==> src/rtl/guitar_pkg.sv <==
// Shared definitions for the guitar-hero game controller: state encodings,
// lane indices and small combinational helpers for lane selection and scoring.
package guitar_pkg;

    localparam int LANES       = 4;
    localparam int LANE_PINK   = 0;
    localparam int LANE_YELLOW = 1;
    localparam int LANE_BLUE   = 2;
    localparam int LANE_RED    = 3;

    typedef enum logic [1:0] {
        ST_INVALID  = 2'b00,
        TITLESCREEN = 2'b01,
        STARTGAME   = 2'b10,
        GAMEOVER    = 2'b11
    } game_state_t;

    function automatic logic [2:0] popcount4(input logic [LANES-1:0] v);
        logic [2:0] n;
        n = '0;
        for (int i = 0; i < LANES; i++) begin
            n = n + {2'b00, v[i]};
        end
        return n;
    endfunction

    // Starting at the candidate, rotate upward to the first lane still present.
    function automatic logic [LANES-1:0] pick_lane(input logic [1:0] cand,
                                                  input logic [LANES-1:0] gone);
        logic [LANES-1:0] sel;
        logic [1:0]       idx;
        logic             found;
        sel   = '0;
        found = 1'b0;
        for (int k = 0; k < LANES; k++) begin
            idx = cand + 2'(k);
            if (!found && !gone[idx]) begin
                sel[idx] = 1'b1;
                found    = 1'b1;
            end
        end
        return sel;
    endfunction

endpackage

==> src/rtl/lane_spawn_sched.sv <==
// Note-spawn scheduler: divides frame ticks into spawn events, picks a lane with an
// 8-bit LFSR and holds a one-hot request to the lane blocks until it is acknowledged.
module lane_spawn_sched
    import guitar_pkg::*;
#(
    parameter int         SPAWN_DIV = 60,
    parameter logic [7:0] LFSR_SEED = 8'hA5
)
(
    input  logic             clk,
    input  logic             resetbtn,
    input  logic             active,
    input  logic             clear,
    input  logic             frame_tick,
    input  logic [LANES-1:0] lane_gone,
    input  logic [LANES-1:0] spawn_ack,
    output logic [LANES-1:0] spawn_req
);

    localparam int               CNT_W    = (SPAWN_DIV > 1) ? $clog2(SPAWN_DIV) : 1;
    localparam logic [CNT_W-1:0] CNT_LAST = CNT_W'(SPAWN_DIV - 1);

    logic [CNT_W-1:0] frame_cnt, frame_cnt_nxt;
    logic [7:0]       lfsr, lfsr_nxt;
    logic [LANES-1:0] req_nxt;
    logic             spawn_evt;

    // The lane candidate comes from the LFSR value held when the event fires;
    // the LFSR steps on every event, including ones dropped because a request is pending.
    always_comb begin
        spawn_evt     = active && frame_tick && (frame_cnt == CNT_LAST);
        frame_cnt_nxt = frame_cnt;
        lfsr_nxt      = lfsr;
        req_nxt       = spawn_req & ~spawn_ack;

        if (clear) begin
            frame_cnt_nxt = '0;
        end else if (active && frame_tick) begin
            frame_cnt_nxt = spawn_evt ? '0 : frame_cnt + CNT_W'(1);
        end

        if (spawn_evt) begin
            lfsr_nxt = {lfsr[6:0], lfsr[7] ^ lfsr[5] ^ lfsr[4] ^ lfsr[3]};
        end

        if (clear) begin
            req_nxt = '0;
        end else if (spawn_evt && (spawn_req == '0)) begin
            req_nxt = pick_lane(lfsr[1:0], lane_gone);
        end
    end

    always_ff @(posedge clk) begin
        if (resetbtn) begin
            frame_cnt <= '0;
            lfsr      <= LFSR_SEED;
            spawn_req <= '0;
        end else begin
            frame_cnt <= frame_cnt_nxt;
            lfsr      <= lfsr_nxt;
            spawn_req <= req_nxt;
        end
    end

endmodule

==> src/rtl/guitar_game_ctrl.sv <==
// Game sequencer: TITLE/PLAY/GAMEOVER state, saturating score, note speed and spawn scheduling.
// Define HIGH_SCORE_EN to add the high_score output register.
module guitar_game_ctrl
    import guitar_pkg::*;
#(
    parameter int         SCORE_W    = 16,
    parameter int         SPEED_W    = 50,
    parameter int         SPEED_STEP = 1000,
    parameter int         SPEED_CAP  = 100,
    parameter int         SPEED_MAX  = 200000,
    parameter int         SPAWN_DIV  = 60,
    parameter logic [7:0] LFSR_SEED  = 8'hA5
)
(
    input  logic               clk,
    input  logic               resetbtn,
    input  logic               start_sw,
    input  logic               frame_tick,
    input  logic [LANES-1:0]   point_pulse,
    input  logic [LANES-1:0]   lane_gone,
    input  logic               miss_over,
    input  logic [LANES-1:0]   spawn_ack,
    output logic [1:0]         gamestate,
    output logic [SCORE_W-1:0] score,
    output logic [SPEED_W-1:0] speed_shift,
    output logic [LANES-1:0]   spawn_req
`ifdef HIGH_SCORE_EN
   ,output logic [SCORE_W-1:0] high_score
`endif
);

    localparam logic [SCORE_W-1:0] CAP_SCORE = SCORE_W'(SPEED_CAP);

    game_state_t        state, state_nxt;
    logic               start_q;
    logic               start_rise;
    logic [SCORE_W:0]   score_sum;
    logic [SCORE_W-1:0] score_nxt;
    logic [SPEED_W-1:0] speed_nxt;

    assign start_rise = start_sw && !start_q;
    assign gamestate  = state;

    always_ff @(posedge clk) begin
        if (resetbtn) begin
            state <= TITLESCREEN;
        end else begin
            state <= state_nxt;
        end
    end

    // The unused 2'b00 encoding falls through to the default and recovers to TITLE.
    always_comb begin
        state_nxt = state;
        case (state)
            TITLESCREEN: if (start_rise) state_nxt = STARTGAME;
            STARTGAME:   if (miss_over || (lane_gone == '1)) state_nxt = GAMEOVER;
            GAMEOVER:    if (!start_sw) state_nxt = TITLESCREEN;
            default:     state_nxt = TITLESCREEN;
        endcase
    end

    // Hits still count on the cycle that ends the game; the extra sum bit flags overflow.
    always_comb begin
        score_sum = {1'b0, score} + (SCORE_W+1)'(popcount4(point_pulse));
        score_nxt = score;
        if ((state == TITLESCREEN) && (state_nxt == STARTGAME)) begin
            score_nxt = '0;
        end else if (state == STARTGAME) begin
            score_nxt = score_sum[SCORE_W] ? '1 : score_sum[SCORE_W-1:0];
        end
        speed_nxt = (score < CAP_SCORE) ? SPEED_W'(score) * SPEED_W'(SPEED_STEP)
                                        : SPEED_W'(SPEED_MAX);
    end

    always_ff @(posedge clk) begin
        if (resetbtn) begin
            start_q     <= 1'b0;
            score       <= '0;
            speed_shift <= '0;
        end else begin
            start_q     <= start_sw;
            score       <= score_nxt;
            speed_shift <= speed_nxt;
        end
    end

`ifdef HIGH_SCORE_EN
    always_ff @(posedge clk) begin
        if (resetbtn) begin
            high_score <= '0;
        end else if ((state == STARTGAME) && (state_nxt == GAMEOVER) && (score_nxt > high_score)) begin
            high_score <= score_nxt;
        end
    end
`endif

    lane_spawn_sched #(
        .SPAWN_DIV (SPAWN_DIV),
        .LFSR_SEED (LFSR_SEED)
    ) u_spawn (
        .clk        (clk),
        .resetbtn   (resetbtn),
        .active     (state == STARTGAME),
        .clear      (state_nxt != STARTGAME),
        .frame_tick (frame_tick),
        .lane_gone  (lane_gone),
        .spawn_ack  (spawn_ack),
        .spawn_req  (spawn_req)
    );

endmodule

==> config.mk <==
export PLATFORM = sky130hd
export DESIGN_NAME = guitar_game_ctrl
export DESIGN_NICKNAME = d
export VERILOG_FILES = /design/src/rtl/guitar_pkg.sv /design/src/rtl/lane_spawn_sched.sv /design/src/rtl/guitar_game_ctrl.sv
export SDC_FILE = /design/constraint.sdc
export NUM_CORES = 1
export LEC_CHECK = 0
export BUFFER_PORTS_ARGS = -buffer_cell sky130_fd_sc_hd__buf_4
export CORE_MARGIN = 2
export CORE_UTILIZATION = 55
export DETAILED_ROUTE_END_ITERATION = 12
export PLACE_DENSITY_LB_ADDON = 0.2
export SLEW_MARGIN = 30
export SYNTH_ARGS = -nofsm -noshare
export SYNTH_HDL_FRONTEND = slang
export SYNTH_SLANG_ARGS = --single-unit
==> constraint.sdc <==
create_clock -name clk -period 4.69 [get_ports clk]
set_clock_uncertainty 0.05 [all_clocks]
set_input_delay 1.1725 -clock clk [delete_from_list [all_inputs] [get_ports clk]]
set_output_delay 1.1725 -clock clk [all_outputs]
set_load 0.01 [all_outputs]
Word level (Yosys, flattened, before mapping)
Index checks and enable logic that the tools add are counted.
{"block": "classes", "addsub": 8, "n_mul": 1, "n_lt_le_gt_ge": 9, "n_eq_ne": 7, "n_mux": 43, "bitwise": 9, "n_reduce_logical": 24}
{"operator": "4-bit two-way mux", "count": 11}
{"operator": "16-bit by 7-bit multiplier with 23-bit output, second input constant", "count": 1}
{"operator": "18-bit two-way mux", "count": 1}
{"operator": "16-bit by 3-bit adder with 17-bit output", "count": 1}
{"operator": "1-bit two-way mux", "count": 17}
{"operator": "16-bit by 7-bit < comparator with 1-bit output, second input constant", "count": 1}
{"operator": "16-bit two-way mux", "count": 1}
{"operator": "1-bit logical AND", "count": 12}
{"operator": "2-bit by 3-bit < comparator with 1-bit output, second input constant", "count": 4}
{"operator": "4-bit OR", "count": 3}
{"operator": "1-bit binary-select mux with 2-bit select", "count": 4}
{"operator": "1-bit demux with 2-bit select", "count": 4}
{"operator": "2-bit by 1-bit greater-or-equal comparator with 1-bit output, second input constant", "count": 4}
{"operator": "1-bit zero test", "count": 7}
{"operator": "6-bit by 1-bit adder with 6-bit output, second input constant", "count": 1}
{"operator": "2-bit equality test, second input constant", "count": 3}
{"operator": "6-bit equality test, second input constant", "count": 1}
{"operator": "2-bit two-way mux", "count": 3}
{"operator": "6-bit two-way mux", "count": 1}
{"operator": "2-bit case mux with 3 select lines", "count": 1}
{"operator": "2-bit OR reduction", "count": 3}
{"operator": "2-bit adder, second input constant", "count": 2}
{"operator": "4-bit AND", "count": 1}
{"operator": "4-bit equality test, second input constant", "count": 1}
{"operator": "other kinds (11)", "count": 13}
{"block": "word_totals", "regBits": 87, "inputBits": 17, "out_inout_bits": 72, "elab_cells": 109}

Depth between registers and ports, before layout
Gate-level depths: netlist of run 1.
{"block": "logic_depth", "depth_word": 20, "depth_mapped": 16, "ltp_nobuf": 16}

By module
A second synthesis of run 1 with hierarchy kept.
{"block": "unflattened", "cells_unflattened": 624, "hier_area_um2": 5849.4}
{"mod": "guitar_game_ctrl", "instances": 1, "cells_each": 486, "area_per_inst_um2": 4682.0, "seq_area_each_um2": 840.8}
{"mod": "lane_spawn_sched", "instances": 1, "cells_each": 138, "area_per_inst_um2": 1167.4, "seq_area_each_um2": 360.3}

Least setup slack after synthesis of run 1
Ideal clock, no wire load.
{"block": "synth_path", "kind": "register to register", "start": "register score[3]", "end": "register speed_shift[25]", "setup_ns": 0.120, "t_arrival_ns": 4.096, "required_ns": 4.520, "setup_slack_ns": 0.424, "stages_incl_launch_ff": 15, "path_buffers": 1, "synth_period_minus_slack_ns": 4.266, "cell_sequence": "dfxtp_1 > inv_1 > fa_1 > fa_1 > fa_1 > fa_1 > inv_1 > ha_1 > clkbuf_2 > a211o_1 > a21oi_1 > o211ai_1 > a21oi_1 > nor3b_1 > nor4_1"}
{"block": "synth_via", "elab_chain_cells": 3, "elab_cells_between_ends": 4, "cone_classes": "1 x mul; 1 x order compare; 1 x bitwise; 1 x reduce/logical"}
{"item": "from (decl)", "line_no": "guitar_game_ctrl.sv:24", "rtl": "output logic [SCORE_W-1:0] score,"}
{"item": "from (signal assigned)", "line_no": "guitar_game_ctrl.sv:83", "rtl": "score <= score_nxt;"}
{"item": "branches (longest 3 deep; another with 16-bit by 7-bit multiplier with 23-bit output)"}
{"item": "to (signal assigned)", "line_no": "guitar_game_ctrl.sv:84", "rtl": "speed_shift <= speed_nxt;"}
{"item": "to (decl)", "line_no": "guitar_game_ctrl.sv:25", "rtl": "output logic [SPEED_W-1:0] speed_shift,"}
Parallel ways; which one is timed is not known.
A chain may end at the register's enable or synchronous reset.

Worst setup path in the final report of run 1
{"block": "layout_path", "start": "register score[9]", "end": "register speed_shift[23]"}
Same word-level chain as after synthesis.

==> qor.yml, run 1 <==
cp-endpoint: "speed_shift[23]"
grt_max_degree: 18
placed_area_sq_um: 6210
synthCells: 618
seq_area_sq_um: 1200
insertion_delay_ns: 0.35
synthArstFlopShare: 0
min_period_over_period: 0.943
top_layer: "met4"
setup_ws_ns: 0.265
postRouteAntennaNets: 0
root_buffer: "clkbuf_8"
synth_seq_cells: 60
core_area_sq_um: 10200
p_clk_frac: 0.404
wl_met3_microns: 502
ioPinCount: 89
cts_tree: "done"
setup_tns_ns: 0
yosysWarnings: 0
pwr-share-seq: 0.521
switching_share: 0.265
hold_violations: 0
r2r-end: "speed_shift[23]"
yosysMostFrequentCell: "inv_1"
ys_types: 62
grt_pass1_wl_mm: 20.0
cts_htree_levels: 3
outcome: "completed"
portBuffers: 61
drive_gt1_frac: 0.155
fmax_ghz: 0.226
final_core_util: 0.629
route.met2.wl_mm: 6.19
crit_path_start: "score[9]"
antenna_cells: 0
final_net_count: 829
p_leak_nw: 2.85
clockBufferDepth: 2
p_switching_w: 0.000263
gp_congestion: 0.906
grt_antenna_before_repair: 0
synthTopCellsByArea: "dfxtp_1 21%, fa_1 20%, ha_1 15%"
worst_ep_required_time_ns: 4.88
grt_pass1_vias: 4334
ctsHoldBuffers: 0
layout.cells.non_filler: 827
maxSlewViolCount: 0
startpoint_type: "flip-flop"
drcViolationCount: 0
critPathCaptureType: "flip-flop"
dieArea_sq_um: 11200
via_count: 4440
synth_top_area_cell: "dfxtp_1"
period_needed_ns: 4.42
internal-power_w: 0.000727
drt_iter0_markers: 214
place_inst: 809
cts_made_buffers: 9
die_w_microns: 106
crit_type: "flip-flop to flip-flop"
synth_edf_count: 0
finalSetupViolCount: 0
worstPathArrival_ns: 4.62
r2r_setup_slack_ns: 0.27
dr.pass1.iters: 6
cts_sinks: 60
dpl.hpwl_mm: 9.76
powerDensity_nw_per_um2: 154
num-fill-cells: 899
hold_path.class: "flip-flop to flip-flop"
start_util: 0.559
vias_per_cell: 5.37
ys_seq_area_frac: 0.211
wirelength_mm: 12.0
drv_cap: 0
peakVddDrop_mv: 0.112
combPwrFrac: 0.075
r2r_start: "score[9]"
rows: 37
ys_top_cells_by_count: "91 x inv_1, 68 x ha_1, 60 x dfxtp_1"
finalInstanceArea_sq_um: 6410
slew_headroom: 0.427
r2r_cells: 15
grt_usage: 0.222
synthDominantCellAreaShare: 0.211
synthFlopType: "dfxtp_1"
netlist_area_sq_um: 5700
syn_area_per_cell_sq_um: 9.22
fp.dieH_microns: 106
path_max_fanout: 7
wl_met1_mm: 5.08
routedWlPerCell_microns: 14.5
cts.clk_slew.worst_paths_ns: 0.07
area_delta_synth_final_pct: 12.5
grt_remaining_overflow: 0
rsz0062_at_grt: "false"
multi_input_area_sq_um: 4000
pre_cts_slack_ns: 0.0696
worst_slew_pin_slew_ns: 0.853
## what timing repair did
item                       CTS  global route
hold endpoints to repair     0             0
setup buffers                0             3
setup endpoints to repair    0             5
gates resized for setup      0             7
## power groups by stage
stage,registers (W),logic (W),clock network (W)
after floorplan,0.000528,0.0000620,0
after global placement,0.000527,0.0000726,0
after detailed placement,0.000527,0.0000741,0
after CTS,0.000515,0.0000743,0.000411
after global routing,0.000516,0.0000830,0.000423
final,0.000515,0.0000743,0.000400
## routing by layer
layer,vias up,track usage
met2,106,0.391
li1,2158,-
met4,0,0.0667
met5,-,0
met1,2152,0.275
met3,24,0.0433
## per-stage QoR
stage          power [W]  hold slack, ns
2_1_floorplan   0.000590           0.391
3_3_place_gp    0.000599           0.405
3_5_place_dp    0.000601           0.420
4_1_cts          0.00100           0.440
5_1_grt          0.00102           0.458
6_report        0.000989           0.436
## critical path, stage by stage, from the launching register on
cell and delay (ns):
dfxtp_1 0.43, inv_2 0.14, fa_1 0.53, fa_1 0.53
inv_1 0.06, fa_1 0.51, inv_1 0.06, fa_1 0.51
inv_1 0.05, ha_1 0.39, a21oi_2 0.23, o21ai_0 0.13
a221o_1 0.32, a21oi_1 0.16, xor2_1 0.17, nor2_1 0.05
## cell families after synthesis
group                    synth area share
XOR/XNOR                           0.0446
flip-flops                          0.211
AO/OA/AOI/OAI                       0.131
other                            0.000658
AND/OR/NAND/NOR                     0.138
buffers and inverters               0.106
multiplexers                       0.0200
adder cells (fa/ha/maj)             0.350
## state kept, by name, summed over array words and instances (netlist names)
name / count
speed_shift: 23
score: 16
u_spawn.lfsr: 8
u_spawn.frame_cnt: 6
u_spawn.spawn_req: 4
gamestate: 2
start_q: 1
## area by class of cell
type	instances	share of cell area
Tap cell	136	0.0265
Inverter	91	0.0539
Timing Repair Buffer	71	0.0831
Multi-Input combinational cell	454	0.624
Clock inverter	5	0.00468
Sequential cell	60	0.188
Clock buffer	10	0.0199
## cells in the final DEF, fill, tap and decap left out, types with 18 or more instances in the layout
cell	netlist	final
a21oi_1	45	44
buf_4	27	71
conb_1	1	27
dfxtp_1	60	57
fa_1	57	57
ha_1	68	68
inv_1	91	89
nand2_1	40	40
nor2_1	32	32
nor3_1	18	18
o21ai_0	20	19
xnor2_1	23	23
## how the worst min path moves through the flow
stage | from | to | slack [ns] | depth (start not counted)
finish | u_spawn.lfsr[2] | u_spawn.lfsr[2] | 0.44 | 2
global route | u_spawn.lfsr[6] | u_spawn.lfsr[7] | 0.46 | 2
CTS | u_spawn.lfsr[2] | u_spawn.lfsr[2] | 0.44 | 2
detailed placement | u_spawn.lfsr[2] | u_spawn.lfsr[2] | 0.42 | 2
global placement | u_spawn.lfsr[6] | u_spawn.lfsr[7] | 0.41 | 2
floorplan | u_spawn.lfsr[2] | u_spawn.lfsr[2] | 0.39 | 2
Power figures use the tool's default switching activity.
==> run 2, diff against run 1 <==
--- a/config.mk
+++ b/config.mk
@@ -6,8 +6,10 @@
 export NUM_CORES = 1
 export LEC_CHECK = 0
 export BUFFER_PORTS_ARGS = -buffer_cell sky130_fd_sc_hd__buf_4
+export CELL_PAD_IN_SITES_DETAIL_PLACEMENT = 0
+export CELL_PAD_IN_SITES_GLOBAL_PLACEMENT = 1
 export CORE_MARGIN = 2
-export CORE_UTILIZATION = 55
+export CORE_UTILIZATION = 45
 export DETAILED_ROUTE_END_ITERATION = 12
 export PLACE_DENSITY_LB_ADDON = 0.2
 export SLEW_MARGIN = 30
==> constraint.sdc (replaced) <==
create_clock -name clk -period 4.69 [get_ports clk]
set_clock_uncertainty 0.05 [all_clocks]
set_input_delay 1.407 -clock clk [delete_from_list [all_inputs] [get_ports clk]]
set_output_delay 1.407 -clock clk [all_outputs]
set_load 0.01 [all_outputs]
==> run 2 against run 1 <==
  * Sequential cell count did not move
  * Non-clock buffer count up 1
  * Core utilization down 9.7 points
  * Via count decreased by 1.7%
  * Fmax decreased by 0.24%
  * Critical path type unchanged
  * Largest power group is now clock
==> qor.yml, run 2 (synthesized netlist as in run 1, its figures left out) <==
outcome: "completed"  # unchanged
final_net_count: 830  # was 829
powerDensity_nw_per_um2: 206  # was 154 nW/um^2
final_common_cell: "inv_1"  # unchanged
min_period_over_period: 0.946  # was 0.943
via_count: 4365  # was 4440
final_core_util: 0.533  # was 0.629
drcViolationCount: 0  # unchanged
slew_headroom: 0.447  # was 0.427
ioPinCount: 89  # unchanged
fp.dieH_microns: 117  # was 106 microns
fmax_ghz: 0.225  # was 0.226 GHz
grt_usage: 0.195  # was 0.222
setup_ws_ns: 0.255  # was 0.265 ns
path_cells: "inv_1 -> fa_1 -> fa_1 -> fa_1 -> fa_1 -> inv_1 -> ha_1 -> a211o_1 -> a21oi_1 -> o211ai_1 -> a21oi_1 -> nor3b_1 -> nor4_1"  # was inv_2 -> fa_1 -> fa_1 -> inv_1 -> fa_1 -> inv_1 -> fa_1 -> inv_1 -> ha_1 -> a21oi_2 -> o21ai_0 -> a221o_1 -> a21oi_1 -> xor2_1 -> nor2_1
wirelength_mm: 12.5  # was 12.0 mm
worst_slew_pin_slew_ns: 0.824  # was 0.853 ns
r2r_cells: 13  # was 15
hold_path.class: "flip-flop to flip-flop"  # unchanged
period_needed_ns: 4.44  # was 4.42 ns
die_w_microns: 117  # was 106 microns
finalSetupViolCount: 0  # unchanged
postRouteAntennaNets: 0  # unchanged
grt_remaining_overflow: 0  # unchanged
setup_tns_ns: 0  # unchanged
startpoint_type: "flip-flop"  # unchanged
rsz0062_at_grt: "true"  # was false
timing.hold.ws_ns: 0.426  # was 0.436 ns
cts_setup_buffers: 0  # unchanged
hold_violations: 0  # unchanged
critPathCaptureType: "flip-flop"  # unchanged
dieArea_sq_um: 13600  # was 11200 sq um
cts_htree_levels: 3  # unchanged
vias_per_cell: 5.05  # was 5.37
largest_register_ffs: 23  # unchanged
dpl.hpwl_mm: 10.4  # was 9.76 mm
worst_ep_required_time_ns: 4.86  # was 4.88 ns
critPathMaxStageDelay_ns: 0.54  # was 0.53 ns
cts_sinks: 60  # unchanged
antenna_cells: 0  # unchanged
maxSlewViolCount: 0  # unchanged
drv_cap: 0  # unchanged
cts_tree: "done"  # unchanged
peakVddDrop_mv: 0.159  # was 0.112 mV
clockBufferDepth: 2  # unchanged
start_util: 0.457  # was 0.559
crit_type: "flip-flop to flip-flop"  # unchanged
area_delta_synth_final_pct: 16.6  # was 12.5%
cts_made_buffers: 9  # unchanged
root_buffer: "clkbuf_16"  # was clkbuf_8
grt_max_degree: 18  # unchanged
routedWlPerCell_microns: 14.4  # was 14.5 microns
drive_gt1_frac: 0.152  # was 0.155
gp_congestion: 0.859  # was 0.906
cp_common_cell: "fa_1"  # unchanged
top_register: "speed_shift"  # unchanged
dr.pass1.iters: 4  # was 6
drt_iter0_markers: 167  # was 214
final_cell_mix: "91 x inv_1, 72 x buf_4, 68 x ha_1"  # was 89 x inv_1, 71 x buf_4, 68 x ha_1
layout.cells.non_filler: 865  # was 827
path_max_fanout: 7  # unchanged
reg_top3: "speed_shift (23), score (16), u_spawn.lfsr (8)"  # unchanged
grt_pass1_vias: 4335  # was 4334
place_inst: 849  # was 809
worstPathArrival_ns: 4.61  # was 4.62 ns
pre_cts_slack_ns: 0.181  # was 0.0696 ns
insertion_delay_ns: 0.34  # was 0.35 ns
whs_path_depth: 2  # unchanged
rows: 41  # was 37
portBuffers: 61  # unchanged
core_area_sq_um: 12500  # was 10200 sq um
grt_pass1_wl_mm: 20.5  # was 20.0 mm
grt_antenna_before_repair: 0  # unchanged
critPathSlowestCell: "fa_1"  # unchanged
cts.clk_slew.worst_paths_ns: 0.05  # was 0.07 ns
p_leak_nw: 2.94  # was 2.85 nW
## run 2: through the flow
| step | area [sq um] | total power, W |
|---|---|---|
| 2_1_floorplan | 5800 | 0.000590 |
| 3_3_place_gp | 6290 | 0.000601 |
| 3_5_place_dp | 6290 | 0.000602 |
| 4_1_cts | 6640 | 0.00139 |
| 5_1_grt | 6640 | 0.00142 |
| 6_report | 6640 | 0.00137 |
## run 2: cell type report
class                   instances  area, sq um
clock buffers                   9          225
flip-flops and latches         60         1200
repair buffers                 72          541
fillers                      1197         5820
clock inverters                 7          123
multi-input cells             454         4000
inverters                      91          342
well taps                     172          215
## run 2: per-layer routing
| metal | GRT usage | vias to the layer above | part of all wire |
|---|---|---|---|
| li1 | - | 2162 | - |
| met1 | 0.244 | 2120 | 0.44 |
| met2 | 0.339 | 73 | 0.51 |
| met3 | 0.0374 | 10 | 0.034 |
| met4 | 0.0635 | 0 | 0.012 |
| met5 | 0 | - | 0 |
## run 2: worst paths after layout
check,slack (ns),startpoint,endpoint
max reg2reg,0.25,score[5],speed_shift[25]
min reg2reg,0.43,u_spawn.frame_cnt[1],u_spawn.frame_cnt[1]
max,0.25,score[5],speed_shift[25]
min,0.43,u_spawn.frame_cnt[1],u_spawn.frame_cnt[1]
## run 2: timing repair
| item | CTS | global route |
|---|---|---|
| hold buffers | 0 | 0 |
| gates resized for setup | 0 | 2 |
| hold endpoints to repair | 0 | 0 |
| endpoints found under the setup margin | 0 | 4 |
## run 2: where the power goes
part | internal (W) | switching (W) | leakage [nW] | total, W
combinational | 0.0000292 | 0.0000461 | 2.30 | 0.0000754
sequential | 0.000513 | 0.00000302 | 0.485 | 0.000516
clock | 0.000522 | 0.000253 | 0.163 | 0.000775
total | 0.00106 | 0.000302 | 2.94 | 0.00137
## run 2: worst max-delay path, delay by kind of cell, from the launching register on
family,cells,cell delay (ns)
adders and majority gates,5,2.36
buffers and inverters,2,0.30
DFF,1,0.35
AOI/OAI and AO/OA,4,0.90
and+or+nand+nor,2,0.33
==> run 3, diff against run 2 <==
--- a/config.mk
+++ b/config.mk
@@ -11,6 +11,7 @@
 export CORE_MARGIN = 2
 export CORE_UTILIZATION = 45
 export DETAILED_ROUTE_END_ITERATION = 12
+export GPL_TIMING_DRIVEN = 0
 export PLACE_DENSITY_LB_ADDON = 0.2
 export SLEW_MARGIN = 30
 export SYNTH_ARGS = -nofsm -noshare
==> run 3 against run 2 <==
  * Final cell count increased by 4.4%
  * Clock-buffer cell count grew 2
  * Final area up 4.4%
  * Via count increased by 2.1%
  * Highest routed layer unchanged
  * Combinational power up 24%
  * Sequential share of layout area shrank 0.57 points
==> qor.yml, run 3 (synthesized netlist as in run 1, its figures left out) <==
outcome: "completed"  # unchanged
die_w_microns: 117  # unchanged
dieArea_sq_um: 13600  # unchanged
finalSetupViolCount: 0  # unchanged
setup_ws_ns: 0.194  # was 0.255 ns
crit_type: "flip-flop to flip-flop"  # unchanged
clockBufferDepth: 2  # unchanged
final_cell_mix: "97 x buf_4, 83 x inv_1, 68 x ha_1"  # was 91 x inv_1, 72 x buf_4, 68 x ha_1
reg_top3: "speed_shift (23), score (16), u_spawn.lfsr (8)"  # unchanged
hold_start: "u_spawn.lfsr[2]"  # was u_spawn.frame_cnt[1]
drive_gt1_frac: 0.211  # was 0.152
gp_congestion: 0.816  # was 0.859
rows: 41  # unchanged
maxSlewViolCount: 0  # unchanged
cts_htree_levels: 3  # unchanged
layout.cells.non_filler: 903  # was 865
grt_remaining_overflow: 0  # unchanged
r2r_cells: 14  # was 13
pwr-share-seq: 0.382  # was 0.378
drcViolationCount: 0  # unchanged
dpl.hpwl_mm: 10.5  # was 10.4 mm
p_clk_frac: 0.548  # was 0.567
worst_slew_pin_slew_ns: 0.832  # was 0.824 ns
cts.clk_slew.worst_paths_ns: 0.06  # was 0.05 ns
switching_share: 0.221  # about the same
whs_path_depth: 2  # unchanged
hold_violations: 0  # unchanged
timing.hold.ws_ns: 0.421  # was 0.426 ns
hold_path.class: "flip-flop to flip-flop"  # unchanged
ctsHoldBuffers: 0  # unchanged
pre_cts_slack_ns: 0.0245  # was 0.181 ns
place_inst: 876  # was 849
drt_iter0_markers: 233  # was 167
min_period_over_period: 0.959  # was 0.946
drv_cap: 0  # unchanged
cts_tree: "done"  # unchanged
powerDensity_nw_per_um2: 194  # was 206 nW/um^2
p_leak_nw: 3.12  # was 2.94 nW
start_util: 0.457  # unchanged
period_needed_ns: 4.50  # was 4.44 ns
dr.pass1.iters: 4  # unchanged
final_core_util: 0.556  # was 0.533
grt_antenna_before_repair: 0  # unchanged
portBuffers: 60  # was 61
via_count: 4456  # was 4365
core_area_sq_um: 12500  # unchanged
combPwrFrac: 0.069  # was 0.055
fmax_ghz: 0.222  # was 0.225 GHz
worst_ep_required_time_ns: 4.91  # was 4.86 ns
r2r_start: "score[5]"  # unchanged
postRouteAntennaNets: 0  # unchanged
grt_pass1_vias: 4519  # was 4335
crit_path_start: "score[5]"  # unchanged
top_register: "speed_shift"  # unchanged
path_max_fanout: 5  # was 7
fp.dieH_microns: 117  # unchanged
ioPinCount: 89  # unchanged
final_net_count: 868  # was 830
critPathCaptureType: "flip-flop"  # unchanged
finalInstanceArea_sq_um: 6940  # was 6640 sq um
vias_per_cell: 4.93  # was 5.05
startpoint_type: "flip-flop"  # unchanged
antenna_cells: 0  # unchanged
largest_register_ffs: 23  # unchanged
slew_headroom: 0.441  # was 0.447
placed_area_sq_um: 6460  # was 6290 sq um
root_buffer: "clkbuf_16"  # unchanged
p_switching_w: 0.000298  # was 0.000302 W
routedWlPerCell_microns: 14.1  # was 14.4 microns
grt_usage: 0.200  # was 0.195
worstPathArrival_ns: 4.72  # was 4.61 ns
grt_max_degree: 12  # was 18
internal-power_w: 0.00105  # was 0.00106 W
cts_sinks: 60  # unchanged
peakVddDrop_mv: 0.126  # was 0.159 mV
grt_pass1_wl_mm: 21.2  # was 20.5 mm
insertion_delay_ns: 0.34  # about the same
wirelength_mm: 12.8  # was 12.5 mm
area_delta_synth_final_pct: 21.7  # was 16.6%
final_common_cell: "buf_4"  # was inv_1
cts_made_buffers: 9  # unchanged
-- run 3: power by group through the flow --
stage / Clock [W] / Combinational (W) / Sequential [W]
floorplan: 0 / 0.0000620 / 0.000528
global placement: 0 / 0.0000910 / 0.000527
detailed placement: 0 / 0.0000929 / 0.000527
CTS: 0.000763 / 0.0000933 / 0.000516
global route: 0.000776 / 0.000106 / 0.000516
finish: 0.000739 / 0.0000934 / 0.000515
-- run 3: path summary, 6_finish.rpt --
check	to	slack [ns]
setup / recovery	speed_shift[19]	0.19
hold / removal	u_spawn.lfsr[2]	0.42
setup reg to reg	speed_shift[19]	0.19
hold reg to reg	u_spawn.lfsr[2]	0.42
-- run 3: cell type report --
cell class | instances | area [sq um]
sequential | 60 | 1220
buffer | 39 | 262
fill | 1183 | 5530
clock inverter | 5 | 83.8
clock buffer | 11 | 253
multi-input combinational | 454 | 4000
inverter | 91 | 357
timing repair buffer | 71 | 546
tap | 172 | 215
-- run 3: stage by stage --
step           total power [W]  TNS, ns
4_1_cts                0.00137        0
2_1_floorplan         0.000590        0
6_report               0.00135        0
3_5_place_dp          0.000620        0
3_3_place_gp          0.000618        0
5_1_grt                0.00140  -0.0353
-- run 3: critical path, cell delays in order (launching register included) --
cell,delay (ns)
dfxtp_4,0.38
clkinvlp_4,0.15
buf_4,0.17
fa_1,0.55
fa_1,0.44
fa_1,0.51
fa_1,0.52
inv_1,0.04
ha_1,0.35
and3_1,0.19
nand3_1,0.11
o211ai_1,0.34
a21oi_2,0.14
or4_1,0.42
nand3_1,0.08
-- run 3: routing by layer --
metal	track usage	up-vias	wire, microns
met4	0.0611	0	216
li1	-	2240	-
met1	0.254	2127	5670
met5	0	-	0
met2	0.346	76	6400
met3	0.0358	13	482
-- run 3: what timing repair did --
action	in CTS	in global routing
setup buffers	0	11
resized for setup	0	22
endpoints found under the setup margin	0	10
